--- src/rtl/stopwatch_ctrl.sv ---
// Stopwatch control sequencer: button conditioning, run/pause/lap FSM,
// seconds-tick gating, lap snapshot and display digit selection.
module stopwatch_ctrl (
  input  logic        clk,
  input  logic        rst,
  input  logic        start,
  input  logic        pause,
  input  logic        lap,
  input  logic        clear,
  input  logic        pulse_1s,
  input  logic [15:0] time_bcd,
  output logic        count_en,
  output logic        clr_time,
  output logic [15:0] disp_bcd,
  output logic [1:0]  state,
  output logic [3:0]  lap_cnt
);

  localparam logic [1:0] ST_IDLE   = 2'd0;
  localparam logic [1:0] ST_RUN    = 2'd1;
  localparam logic [1:0] ST_PAUSED = 2'd2;
  localparam logic [1:0] ST_LAP    = 2'd3;

  // Button vector bit order: {clear, pause, lap, start}
  logic [3:0]  w_btn;
  logic [3:0]  r_sync1;
  logic [3:0]  r_sync2;
  logic [3:0]  r_sync3;
  logic [1:0]  r_arm;
  logic        w_armed;
  logic [3:0]  w_ev;

  logic [1:0]  r_state;
  logic [1:0]  w_state_nxt;
  logic [3:0]  r_lap_cnt;
  logic [3:0]  w_lap_cnt_nxt;
  logic [15:0] r_snap;
  logic [15:0] w_snap_nxt;
  logic        w_clr_nxt;
  logic        w_running;
  logic        r_count_en;
  logic        r_clr_time;
  logic [15:0] r_disp;

  assign w_btn = {clear, pause, lap, start};

  always_ff @(posedge clk or posedge rst) begin
    if (rst) begin
      r_sync1 <= 4'd0;
      r_sync2 <= 4'd0;
      r_sync3 <= 4'd0;
      r_arm   <= 2'd0;
    end else begin
      r_sync1 <= w_btn;
      r_sync2 <= r_sync1;
      r_sync3 <= r_sync2;
      if (r_arm != 2'd3) r_arm <= r_arm + 2'd1;
    end
  end

  // Edges are masked until sync3 has caught up with a level held through reset.
  assign w_armed = (r_arm == 2'd3);
  assign w_ev    = (r_sync2 & ~r_sync3) & {4{w_armed}};

  assign w_running = (r_state == ST_RUN) || (r_state == ST_LAP);

  always_comb begin
    w_state_nxt   = r_state;
    w_lap_cnt_nxt = r_lap_cnt;
    w_snap_nxt    = r_snap;
    w_clr_nxt     = 1'b0;
    // Priority clear > pause > lap > start; only the first legal event acts.
    if (w_ev[3] && ((r_state == ST_IDLE) || (r_state == ST_PAUSED))) begin
      w_state_nxt   = ST_IDLE;
      w_lap_cnt_nxt = 4'd0;
      w_clr_nxt     = 1'b1;
    end else if (w_ev[2] && w_running) begin
      w_state_nxt = ST_PAUSED;
    end else if (w_ev[1] && w_running) begin
      w_state_nxt = ST_LAP;
      w_snap_nxt  = time_bcd;
      if (r_lap_cnt != 4'd15) w_lap_cnt_nxt = r_lap_cnt + 4'd1;
    end else if (w_ev[0] && (r_state != ST_RUN)) begin
      w_state_nxt = ST_RUN;
    end
  end

  always_ff @(posedge clk or posedge rst) begin
    if (rst) begin
      r_state    <= ST_IDLE;
      r_lap_cnt  <= 4'd0;
      r_snap     <= 16'd0;
      r_clr_time <= 1'b0;
      r_count_en <= 1'b0;
      r_disp     <= 16'd0;
    end else begin
      r_state    <= w_state_nxt;
      r_lap_cnt  <= w_lap_cnt_nxt;
      r_snap     <= w_snap_nxt;
      r_clr_time <= w_clr_nxt;
      r_count_en <= pulse_1s && w_running;
      r_disp     <= (r_state == ST_LAP) ? r_snap : time_bcd;
    end
  end

  assign count_en = r_count_en;
  assign clr_time = r_clr_time;
  assign disp_bcd = r_disp;
  assign state    = r_state;
  assign lap_cnt  = r_lap_cnt;

endmodule

--- config.mk ---
export PLATFORM = sky130hd
export DESIGN_NAME = stopwatch_ctrl
export DESIGN_NICKNAME = d
export VERILOG_FILES = /design/src/rtl/stopwatch_ctrl.sv
export SDC_FILE = /design/constraint.sdc
export NUM_CORES = 1
export LEC_CHECK = 0
export ABC_CLOCK_PERIOD_IN_PS = 3500
export CORE_ASPECT_RATIO = 1.1
export CORE_MARGIN = 8
export CORE_UTILIZATION = 52
export DETAILED_ROUTE_END_ITERATION = 6
export PLACE_DENSITY = 0.91
export REMOVE_ABC_BUFFERS = 1
export SLEW_MARGIN = 15
export SYNTH_ARGS = -nofsm -noshare
export SYNTH_HDL_FRONTEND = slang
export SYNTH_SLANG_ARGS = --single-unit
--- constraint.sdc ---
create_clock -name clk -period 3.5 [get_ports clk]
set_clock_uncertainty 0.15 [all_clocks]
set_input_delay 0.525 -clock clk [delete_from_list [all_inputs] [get_ports clk]]
set_output_delay 0.525 -clock clk [all_outputs]
set_load 0.02 [all_outputs]
==> metrics.md, run 1 <==
| Metric | Value |
|---|---|
| CORE AREA | 3680 µm² |
| Skew-Pair Late Insertion Delay | 0.31 ns |
| Die X | 75.2 µm |
| Synth area leader | dfrtp_1 |
| Pleak | 1.11 nW |
| Syn_area_per_cell | 16.0 µm² |
| Period utilization | 61.7% |
| Buf+Inv Stages, Crit Path | 1 |
| Post_cts resized | 0 |
| Count of pins over their slew limit | 0 |
| Root buf cell | clkbuf_8 |
| Hold Slack | between 0.2 and 0.25 ns |
| Final setup violation count | 0 |
| Yosys warns | 0 |
| CP max-delay cell | clkdlybuf4s50_1 |
| Gate power share | between 20 and 30% |
| Number of synthesized flops with an enable pin | 0 |
| Fin nets | 200 |
| Setup TNS | 0 ns |
| Share of cells above drive strength 1 | 25.1% |
| Slew margin rel. | between 40% and 50% |
| # hold bufs at CTS | 0 |
| Data required, critical path | around 2.8 ns |
| Worst Tran Pin Value | 0.865 ns |
| IO Pins | 47 |
| Fraction of registers with async set/reset | 100% |
| Diodes inserted | 0 |
| CP Launch Type | flip-flop |
| Clock buffer count from CTS | 5 |
| Worst Setup End Kind | primary output |
| Yosys cell types | 28 |
| HP Class | reg2reg |
| First-pass GRT wire length | 6.20 mm |
| Dpl ws | 1.45 ns |
| Unrepaired setup endpoints after global routing | no |
| NetSw | roughly 0.5 mW |
| Sequential Power Share | roughly half |
| Setup repair bufs after CTS | 0 |
| Seq cells post-synth | 54 |
| Clock power frac | about a quarter |
| Most area-consuming cells after synthesis | dfrtp_1, mux2_2, a31oi_1, ha_1, nand4b_4 |
| Power Density | 677 nW/µm² |
| Critical path peak fanout | 8 |
| CTS tree | yes |
| Sink Count | 54 |
| Inst Count DP | roughly 220 |
| Setup Crit Path Kind | reg2out |
| Cell family with most CP delay | buffers and inverters |
| Crit-path max cell delay | 0.67 ns |
| Final Non-Filler Cells | 225 |
| Register area | 1350 µm² |
| CP cell instances | clkdlybuf4s50_1 |
| Most common flop cell mapped by yosys | dfrtp_1 |
| Sw Share | about 28% |
| Num rows | 23 |
| Final wirelength | ~4 mm |
| Post-synthesis sequential area ratio | 67.5% |
| Largest net degree at the start of global routing | 55 |
| Commonest cells in the netlist | dfrtp_1, mux2_2, a31oi_1, inv_1, nand3_1 |
| Multi-input logic area | 619 µm² |
| Total GRT Usage | ~14% |
| Clock tree buffer depth | 2 |
| Initial Util | 54.4% |
| Peak Freq | about 0.46 GHz |
| Clock transition at path regs | 0.09 ns |
| Final hold violations | 0 |
| Status | finished clean |
| Largest vdd supply drop | approximately 380 µV |
| Critical path data arrival time | 1.48 ns |
| Via density | between 5 and 6 |
| Most common cell in the netlist | dfrtp_1 |
| Final Cell Area | 2620 µm² |
| Antenna Nets Post-Route | 0 |
| Vias in the first global route | 1302 |
| Fillers | 257 |
| Antenna violations before repair | 0 |
| Initial drt markers | 84 |
| Die Y | 81.1 µm |
| Final setup margin | 1.34 ns |
| Total Power | 1.77 mW |
| Final Wtd Congestion | 0.682 |
| Layout Utilization | 71.2% |
| Post-synthesis cell area | 2000 µm² |
| GR Overflow Total | 0 |
| First-pass iteration count of the detailed router | 4 |
| # H-tree levels | 2 |
| Int Power | 1.27 mW |
| Drt drc | 0 |
| Mapped Cells | 125 |
| IO Port Bufs | 46 |
| Synth top area share | 67.5% |
| Placed cell area | 2510 µm² |
| Die area | 6100 µm² |
| Period minus WS final | 2.16 ns |
| Detailed-route via count | approximately 1.2k |
| Max-cap violations | 0 |
| Routed WL per cell | 17.5 µm |
| HPWL after DPL | 2.84 mm |
| Area grow syn2layout | 30.9% |
power by group through the flow:
stage / logic [mW] / clock network, mW / registers [mW]
floorplan: 0.199 / 0 / 0.932
global placement: 0.483 / 0 / 0.851
detailed placement: 0.508 / 0 / 0.865
CTS: 0.510 / 0.423 / 0.855
global route: 0.538 / 0.445 / 0.874
finish: 0.504 / 0.417 / 0.855
cells in the final DEF, fill, tap and decap left out:
cell | netlist | final
xnor2_1 | 1 | 1
nand2_1 | 2 | 2
dfrtp_1 | 54 | 54
a21oi_1 | 2 | 2
and4b_1 | 1 | 1
a311oi_1 | 1 | 1
inv_1 | 4 | 3
and3b_1 | 1 | 1
o21a_1 | 1 | 1
a21o_1 | 1 | 1
bufinv_16 | 0 | 1
nor2b_1 | 1 | 1
nand4b_4 | 1 | 1
clkdlybuf4s50_1 | 0 | 46
a41o_1 | 1 | 1
ha_1 | 2 | 2
nand3_1 | 3 | 3
nand2b_1 | 2 | 2
and2_1 | 1 | 1
or4_1 | 1 | 1
nand3b_1 | 1 | 1
clkinv_2 | 0 | 1
nor2_4 | 1 | 1
mux2_2 | 33 | 33
o31ai_1 | 1 | 1
a31oi_1 | 4 | 4
a31o_2 | 1 | 1
clkbuf_8 | 0 | 6
and4bb_1 | 1 | 1
cells by family (layout without fill, tap and decap cells):
logic type,Yosys count,after routing,share of synthesized area [%]
multiplexers,33,33,18.6
AND/OR/NAND/NOR,16,16,6.43
buffers and inverters,7,57,1.62
XOR/XNOR,1,1,0.437
flip-flops,54,54,67.5
adder cells (fa/ha/maj),2,2,1.25
AO/OA/AOI/OAI,12,12,4.25
flip-flops by register name, summed over array words and instances, names as in the netlist:
register,cells
lap_cnt,4
r_arm,2
clr_time,1
count_en,1
r_snap,16
r_sync3,4
r_sync1,4
disp_bcd,16
state,2
r_sync2,4
metal layers:
layer,routed length (µm),GRT usage [%],up-vias
li1,-,-,542
met1,1560,14.6,611
met2,2010,23.8,58
met3,328,6.53,8
met4,25,3.46,0
met5,0,0,-
path summary, 6_finish.rpt:
| check | start | endpoint | slack [ns] | cells past startpoint |
|---|---|---|---|---|
| max in group asynchronous | rst | lap_cnt[2] | 2.16 | 2 |
| hold / removal | r_sync1[3] | r_sync2[3] | 0.21 | 0 |
| setup / recovery | state[0] | state[0] | 1.34 | 1 |
| setup reg to reg | r_arm[0] | r_snap[8] | 1.43 | 4 |
| min in group asynchronous | rst | disp_bcd[0] | 0.54 | 2 |
| hold reg to reg | r_sync1[3] | r_sync2[3] | 0.21 | 0 |
layout make-up:
cell class	count	area share [%]
Sequential cell	54	51.5
Multi-Input combinational cell	64	23.6
Timing Repair Buffer	46	17.6
Clock buffer	6	3.15
Tap cell	50	2.39
Clock inverter	1	1.15
Inverter	4	0.620
Power figures use the tool's default switching activity.
==> run 2, diff against run 1 <==
--- a/config.mk
+++ b/config.mk
@@ -5,12 +5,12 @@
 export SDC_FILE = /design/constraint.sdc
 export NUM_CORES = 1
 export LEC_CHECK = 0
-export ABC_CLOCK_PERIOD_IN_PS = 3500
+export ABC_CLOCK_PERIOD_IN_PS = 1800
 export CORE_ASPECT_RATIO = 1.1
 export CORE_MARGIN = 8
-export CORE_UTILIZATION = 52
+export CORE_UTILIZATION = 44
 export DETAILED_ROUTE_END_ITERATION = 6
-export PLACE_DENSITY = 0.91
+export PLACE_DENSITY = 0.83
 export REMOVE_ABC_BUFFERS = 1
 export SLEW_MARGIN = 15
 export SYNTH_ARGS = -nofsm -noshare
==> constraint.sdc (replaced) <==
create_clock -name clk -period 1.8 [get_ports clk]
set_clock_uncertainty 0.15 [all_clocks]
set_input_delay 0.27 -clock clk [delete_from_list [all_inputs] [get_ports clk]]
set_output_delay 0.27 -clock clk [all_outputs]
set_load 0.02 [all_outputs]
==> metrics.md, run 2 (same netlist as run 1, synthesis figures left out) <==
| Metric | Value |
|---|---|
| # H-tree levels | 2 (unchanged) |
| Period utilization | 96.4% |
| Via density | 5.24 (was 5.42) |
| IO Pins | 47 (unchanged) |
| Final Wtd Congestion | 0.847 (was 0.682) |
| Detailed-route via count | 1231 (was 1219) |
| Initial Util | 46.1% (was 54.4%) |
| Vias in the first global route | 1409 (was 1302) |
| Crit-path max cell delay | 0.62 ns (was 0.67 ns) |
| Dpl ws | 0.0946 ns (was 1.45 ns) |
| Final hold violations | 0 (unchanged) |
| Worst Tran Pin Value | 0.349 ns (was 0.865 ns) |
| Reg2reg start | r_arm[0] (unchanged) |
| IO Port Bufs | 46 (unchanged) |
| Total Power | 3.32 mW (was 1.77 mW) |
| Period minus WS final | approximately 1.7 ns |
| Drt drc | 0 (unchanged) |
| Final setup violation count | 0 (unchanged) |
| Final wirelength | 3.87 mm (was 3.93 mm) |
| Share of cells above drive strength 1 | 28.7% (was 25.1%) |
| Clock tree buffer depth | 2 (unchanged) |
| CP Launch Type | flip-flop (unchanged) |
| CP max-delay cell | clkdlybuf4s50_1 (unchanged) |
| Peak Freq | 0.576 GHz |
| Slew margin rel. | 76.7% (was 42.3%) |
| Clock transition at path regs | 0.08 ns (was 0.09 ns) |
| Initial drt markers | 63 (was 84) |
| Die Y | 86.8 µm (was 81.1 µm) |
| Root buf cell | clkbuf_8 (unchanged) |
| Worst Setup End Kind | primary output (unchanged) |
| HPWL after DPL | 2.94 mm (was 2.84 mm) |
| Fillers | 327 (was 257) |
| Diodes inserted | 0 (unchanged) |
| CP cell instances | clkdlybuf4s50_1 (unchanged) |
| Clock buffer count from CTS | 5 (unchanged) |
| Area grow syn2layout | 34.4% (was 30.9%) |
| Power Density | 1230 nW/µm² (was 677 nW/µm²) |
| Cell family with most CP delay | buffers and inverters (unchanged) |
| Fin nets | 205 (was 200) |
| Data required, critical path | 1.38 ns (was 2.82 ns) |
| Critical path data arrival time | 1.32 ns (was 1.48 ns) |
| Largest net degree at the start of global routing | 55 (unchanged) |
| Total GRT Usage | 12.2% (was 13.7%) |
| Register area | 1350 µm² (unchanged) |
| Skew-Pair Late Insertion Delay | 0.29 ns (was 0.31 ns) |
| Buf+Inv Stages, Crit Path | 1 (unchanged) |
| CORE AREA | 4350 µm² (was 3680 µm²) |
| First-pass iteration count of the detailed router | 4 (unchanged) |
| First-pass GRT wire length | 6.62 mm (was 6.20 mm) |
| Max-cap violations | 0 (unchanged) |
| Num rows | 25 (was 23) |
| CTS tree | yes (unchanged) |
| Pleak | 1.18 nW (was 1.11 nW) |
| Count of pins over their slew limit | 0 (unchanged) |
| Antenna violations before repair | 0 (unchanged) |
| Reg-to-Reg End | lap_cnt[3] (was r_snap[8]) |
| Hold Slack | 0.187 ns (was 0.206 ns) |
| Most common cell after layout, fill and taps aside | dfrtp_1 (unchanged) |
| Die area | 6970 µm² (was 6100 µm²) |
| GR Overflow Total | 0 (unchanged) |
| Sink Count | 54 (unchanged) |
| Largest vdd supply drop | 804 µV (was 381 µV) |
| Antenna Nets Post-Route | 0 (unchanged) |
| Routed WL per cell | 16.5 µm (was 17.5 µm) |
| Reg-to-reg slack, setup | 0.10 ns (was 1.43 ns) |
| Critical path peak fanout | 4 (was 8) |
| Setup TNS | 0 ns (unchanged) |
| Final setup margin | 0.0646 ns (was 1.34 ns) |
| Worst reg2reg path depth | 4 (unchanged) |
| Status | finished clean (unchanged) |
| Most frequent cells in the layout | dfrtp_1, clkdlybuf4s50_1, mux2_2 (unchanged) |
| Die X | 80.3 µm (was 75.2 µm) |
| Unrepaired setup endpoints after global routing | no (unchanged) |
| HP Class | in2async (was reg2reg) |
| Setup Crit Path Kind | reg2out (unchanged) |
| Multi-input logic area | 629 µm² (was 619 µm²) |
run 2: changes by cell type in the layout (fill, tap and decap cells not counted), moves of 2 or more:
| cell | change |
|---|---|
| buf_12 | +3 |
| buf_4 | +2 |
| clkdlybuf4s50_1 | -4 |
| dlygate4sd2_1 | +2 |
| dlymetal6s2s_1 | +2 |
run 2: area by class of cell:
class | instances | share of cell area [%]
Tap cell | 54 | 2.51
Inverter | 4 | 0.558
Clock buffer | 7 | 3.21
Clock inverter | 1 | 0.186
Multi-Input combinational cell | 64 | 23.4
Sequential cell | 54 | 50.2
Timing Repair Buffer | 51 | 20.0
run 2: worst max path at each step:
stage	start	to	cells after the start
after floorplan	r_arm[0]	r_snap[0]	4
after global placement	r_arm[0]	lap_cnt[3]	4
after detailed placement	r_arm[0]	lap_cnt[3]	4
after CTS	lap_cnt[2]	lap_cnt[2]	1
after global routing	lap_cnt[3]	lap_cnt[3]	1
final	lap_cnt[3]	lap_cnt[3]	1
run 2: routing by layer:
metal / up-vias / GRT usage [%] / share of wire [%]
li1: 556 / - / -
met1: 619 / 12.5 / 37
met2: 51 / 20.9 / 52
met3: 5 / 5.38 / 9.5
met4: 0 / 4.97 / 1.2
met5: - / 0 / 0
run 2: metrics by stage:
| stage | cells | utilization [%] | instance area [µm²] |
|---|---|---|---|
| floorplan | 122 | - | 1990 |
| global placement | 227 | 59.5 | 2590 |
| detailed placement | 227 | 59.5 | 2590 |
| CTS | 235 | 61.6 | 2680 |
| global route | 235 | 61.9 | 2690 |
| finish | 235 | 61.9 | 2690 |
run 2: power by group:
| group | leakage [nW] | internal, mW | switching (mW) |
|---|---|---|---|
| Sequential | 0.637 | 1.49 | 0.159 |
| Clock | 0.0482 | 0.311 | 0.352 |
| Combinational | 0.492 | 0.559 | 0.450 |
| Total | 1.18 | 2.36 | 0.961 |
run 2: timing repair:
item / in CTS / in global routing
hold buffers: 0 / 0
gates resized for setup: 2 / 5
pin swaps: 0 / 0
endpoints found under the setup margin: 2 / 4
setup buffers: 0 / 0
==> run 3, diff against run 2 <==
--- a/config.mk
+++ b/config.mk
@@ -7,7 +7,6 @@
 export LEC_CHECK = 0
 export ABC_CLOCK_PERIOD_IN_PS = 1800
 export CORE_ASPECT_RATIO = 1.1
-export CORE_MARGIN = 8
 export CORE_UTILIZATION = 44
 export DETAILED_ROUTE_END_ITERATION = 6
 export PLACE_DENSITY = 0.83
==> constraint.sdc (replaced) <==
create_clock -name clk -period 1.8 [get_ports clk]
set_clock_uncertainty 0.15 [all_clocks]
set_input_delay 0.18 -clock clk [delete_from_list [all_inputs] [get_ports clk]]
set_output_delay 0.18 -clock clk [all_outputs]
set_load 0.02 [all_outputs]
==> metrics.md, run 3 (same netlist as run 1, synthesis figures left out) <==
| Metric | Value |
|---|---|
| Crit-path max cell delay | 0.55 ns (was 0.62 ns) |
| Most frequent cells in the layout | dfrtp_1, clkdlybuf4s50_1, mux2_2 (unchanged) |
| Cell family with most CP delay | simple AND/OR/NAND/NOR gates (was buffers and inverters) |
| Period minus WS final | 1.76 ns (was 1.74 ns) |
| Die area | 4830 µm² (was 6970 µm²) |
| Pleak | 1.13 nW (was 1.18 nW) |
| Worst Tran Pin Value | 0.357 ns (was 0.349 ns) |
| Final Wtd Congestion | 0.840 (was 0.847) |
| First-pass iteration count of the detailed router | 4 (unchanged) |
| Via density | 5.20 (was 5.24) |
| IO Pins | 47 (unchanged) |
| Setup TNS | 0 ns (unchanged) |
| Critical path data arrival time | 1.80 ns (was 1.32 ns) |
| CORE AREA | 4350 µm² (unchanged) |
| Fin nets | 206 (was 205) |
| Clock tree buffer depth | 2 (unchanged) |
| Slew margin rel. | 76.1% (was 76.7%) |
| Root buf cell | clkbuf_8 (unchanged) |
| Worst Setup End Kind | flip-flop (was primary output) |
| Largest net degree at the start of global routing | 29 (was 55) |
| CP cell instances | ha_2, nand4b_4, or4_1, and3b_1 (was clkdlybuf4s50_1) |
| Die X | 66.3 µm (was 80.3 µm) |
| Final Non-Filler Cells | 234 (was 235) |
| Count of pins over their slew limit | 0 (unchanged) |
| Max Used Layer | met4 (unchanged) |
| Final wirelength | 3.59 mm (was 3.87 mm) |
| Clock buffer count from CTS | 5 (unchanged) |
| Num rows | 25 (unchanged) |
| Reg-to-reg slack, setup | 0.04 ns (was 0.10 ns) |
| Unrepaired setup endpoints after global routing | no (unchanged) |
| Status | finished clean (unchanged) |
| Inst Count DP | 228 (was 227) |
| Most common cell after layout, fill and taps aside | dfrtp_1 (unchanged) |
| Buf+Inv Stages, Crit Path | 0 (was 1) |
| Hold Slack | 0.104 ns (was 0.187 ns) |
| Largest vdd supply drop | 753 µV (was 804 µV) |
| Diodes inserted | 0 (unchanged) |
| Skew-Pair Late Insertion Delay | 0.30 ns (was 0.29 ns) |
| Sink Count | 54 (unchanged) |
| Layout Utilization | 61.0% (was 61.9%) |
| Initial drt markers | 66 (was 63) |
| Vias in the first global route | 1369 (was 1409) |
| Initial Util | 46.1% (unchanged) |
| Fillers | 322 (was 327) |
| HP Class | in2async (unchanged) |
| CTS tree | yes (unchanged) |
| Final hold violations | 0 (unchanged) |
| # H-tree levels | 2 (unchanged) |
| First-pass GRT wire length | 6.20 mm (was 6.62 mm) |
| Routed WL per cell | 15.3 µm (was 16.5 µm) |
| Clock transition at path regs | 0.09 ns (was 0.08 ns) |
| Final Cell Area | 2650 µm² (was 2690 µm²) |
| M1 WL | 1.50 mm (was 1.44 mm) |
| Placed cell area | 2560 µm² (was 2590 µm²) |
| Final setup violation count | 0 (unchanged) |
| Setup Crit Path Kind | reg2reg (was reg2out) |
| Antenna Nets Post-Route | 0 (unchanged) |
| GR Overflow Total | 0 (unchanged) |
| IO Port Bufs | 46 (unchanged) |
| Drt drc | 0 (unchanged) |
| Share of cells above drive strength 1 | 29.4% (was 28.7%) |
| CP Launch Type | flip-flop (unchanged) |
| Peak Freq | 0.569 GHz (was 0.576 GHz) |
| CP max-delay cell | or4_1 (was clkdlybuf4s50_1) |
| DR WL met2 | 1.83 mm (was 2.02 mm) |
| Data required, critical path | 1.84 ns (was 1.38 ns) |
| Total GRT Usage | 17.4% (was 12.2%) |
| HPWL after DPL | 2.55 mm (was 2.94 mm) |
| Area grow syn2layout | 32.4% (was 34.4%) |
| Die Y | 72.8 µm (was 86.8 µm) |
| Period utilization | 97.7% (was 96.4%) |
| Max-cap violations | 0 (unchanged) |
| Critical path peak fanout | 4 (unchanged) |
| Power Density | 1240 nW/µm² (was 1230 nW/µm²) |
| Detail Route met3 WL | 200 µm (was 366 µm) |
| Antenna violations before repair | 0 (unchanged) |
| Detailed-route via count | 1217 (was 1231) |
## run 3: cell types whose count changed in the layout (fill, tap and decap cells not counted)
| cell | delta |
|---|---|
| buf_12 | -3 |
| buf_4 | +4 |
| clkbuf_1 | -1 |
| clkdlybuf4s50_1 | +4 |
| clkinv_2 | -1 |
| dfrtp_1 | -1 |
| dfrtp_2 | +1 |
| dlygate4sd2_1 | -2 |
| dlymetal6s2s_1 | -2 |
## run 3: final cells by class
cell class / count / area (µm²) / area share, %
clock buffer: 6 / 82.6 / 3.11
inverter: 4 / 15.0 / 0.566
multi-input combinational: 64 / 629 / 23.7
sequential: 54 / 1350 / 51.0
tap: 54 / 67.6 / 2.55
timing repair buffer: 52 / 505 / 19.1
## run 3: worst register-to-register path: stages, from the launching register on
cell	delay, ns
dfrtp_1	0.39
ha_2	0.23
nand4b_4	0.14
or4_1	0.55
and3b_1	0.20
## run 3: layer usage
metal	track usage, %	vias up
met5	0	-
met4	6.62	0
met3	4.38	7
met2	28.6	51
li1	-	558
met1	22.2	601
## run 3: timing repair
item                                    4_1_cts  5_1_grt
hold endpoints to repair                      0        0
hold buffers                                  0        0
setup buffers                                 0        0
resized for setup                             1        3
endpoints found under the setup margin        1        4
pin swaps                                     0        1
## run 3: metrics by stage
step,setup slack [ns],power (mW)
2_1_floorplan,0.0222,2.20
3_3_place_gp,0.122,2.60
3_5_place_dp,0.0455,2.66
4_1_cts,0.0270,3.32
5_1_grt,0.000165,3.47
6_report,0.0419,3.28
## run 3: final timing paths
kind	startpoint	endpoint	cells past startpoint
worst max-delay path	r_arm[0]	lap_cnt[3]	4
worst min-delay path	rst	disp_bcd[12]	3
worst max register to register	r_arm[0]	lap_cnt[3]	4
worst min register to register	r_sync1[3]	r_sync2[3]	0
max in group asynchronous	rst	state[0]	3
min in group clk	start	r_sync1[0]	1
## run 3: report_power, final
part           total (mW)  internal (mW)  switching (mW)
sequential           1.66           1.50           0.160
combinational       0.979          0.552           0.427
clock               0.647          0.297           0.350
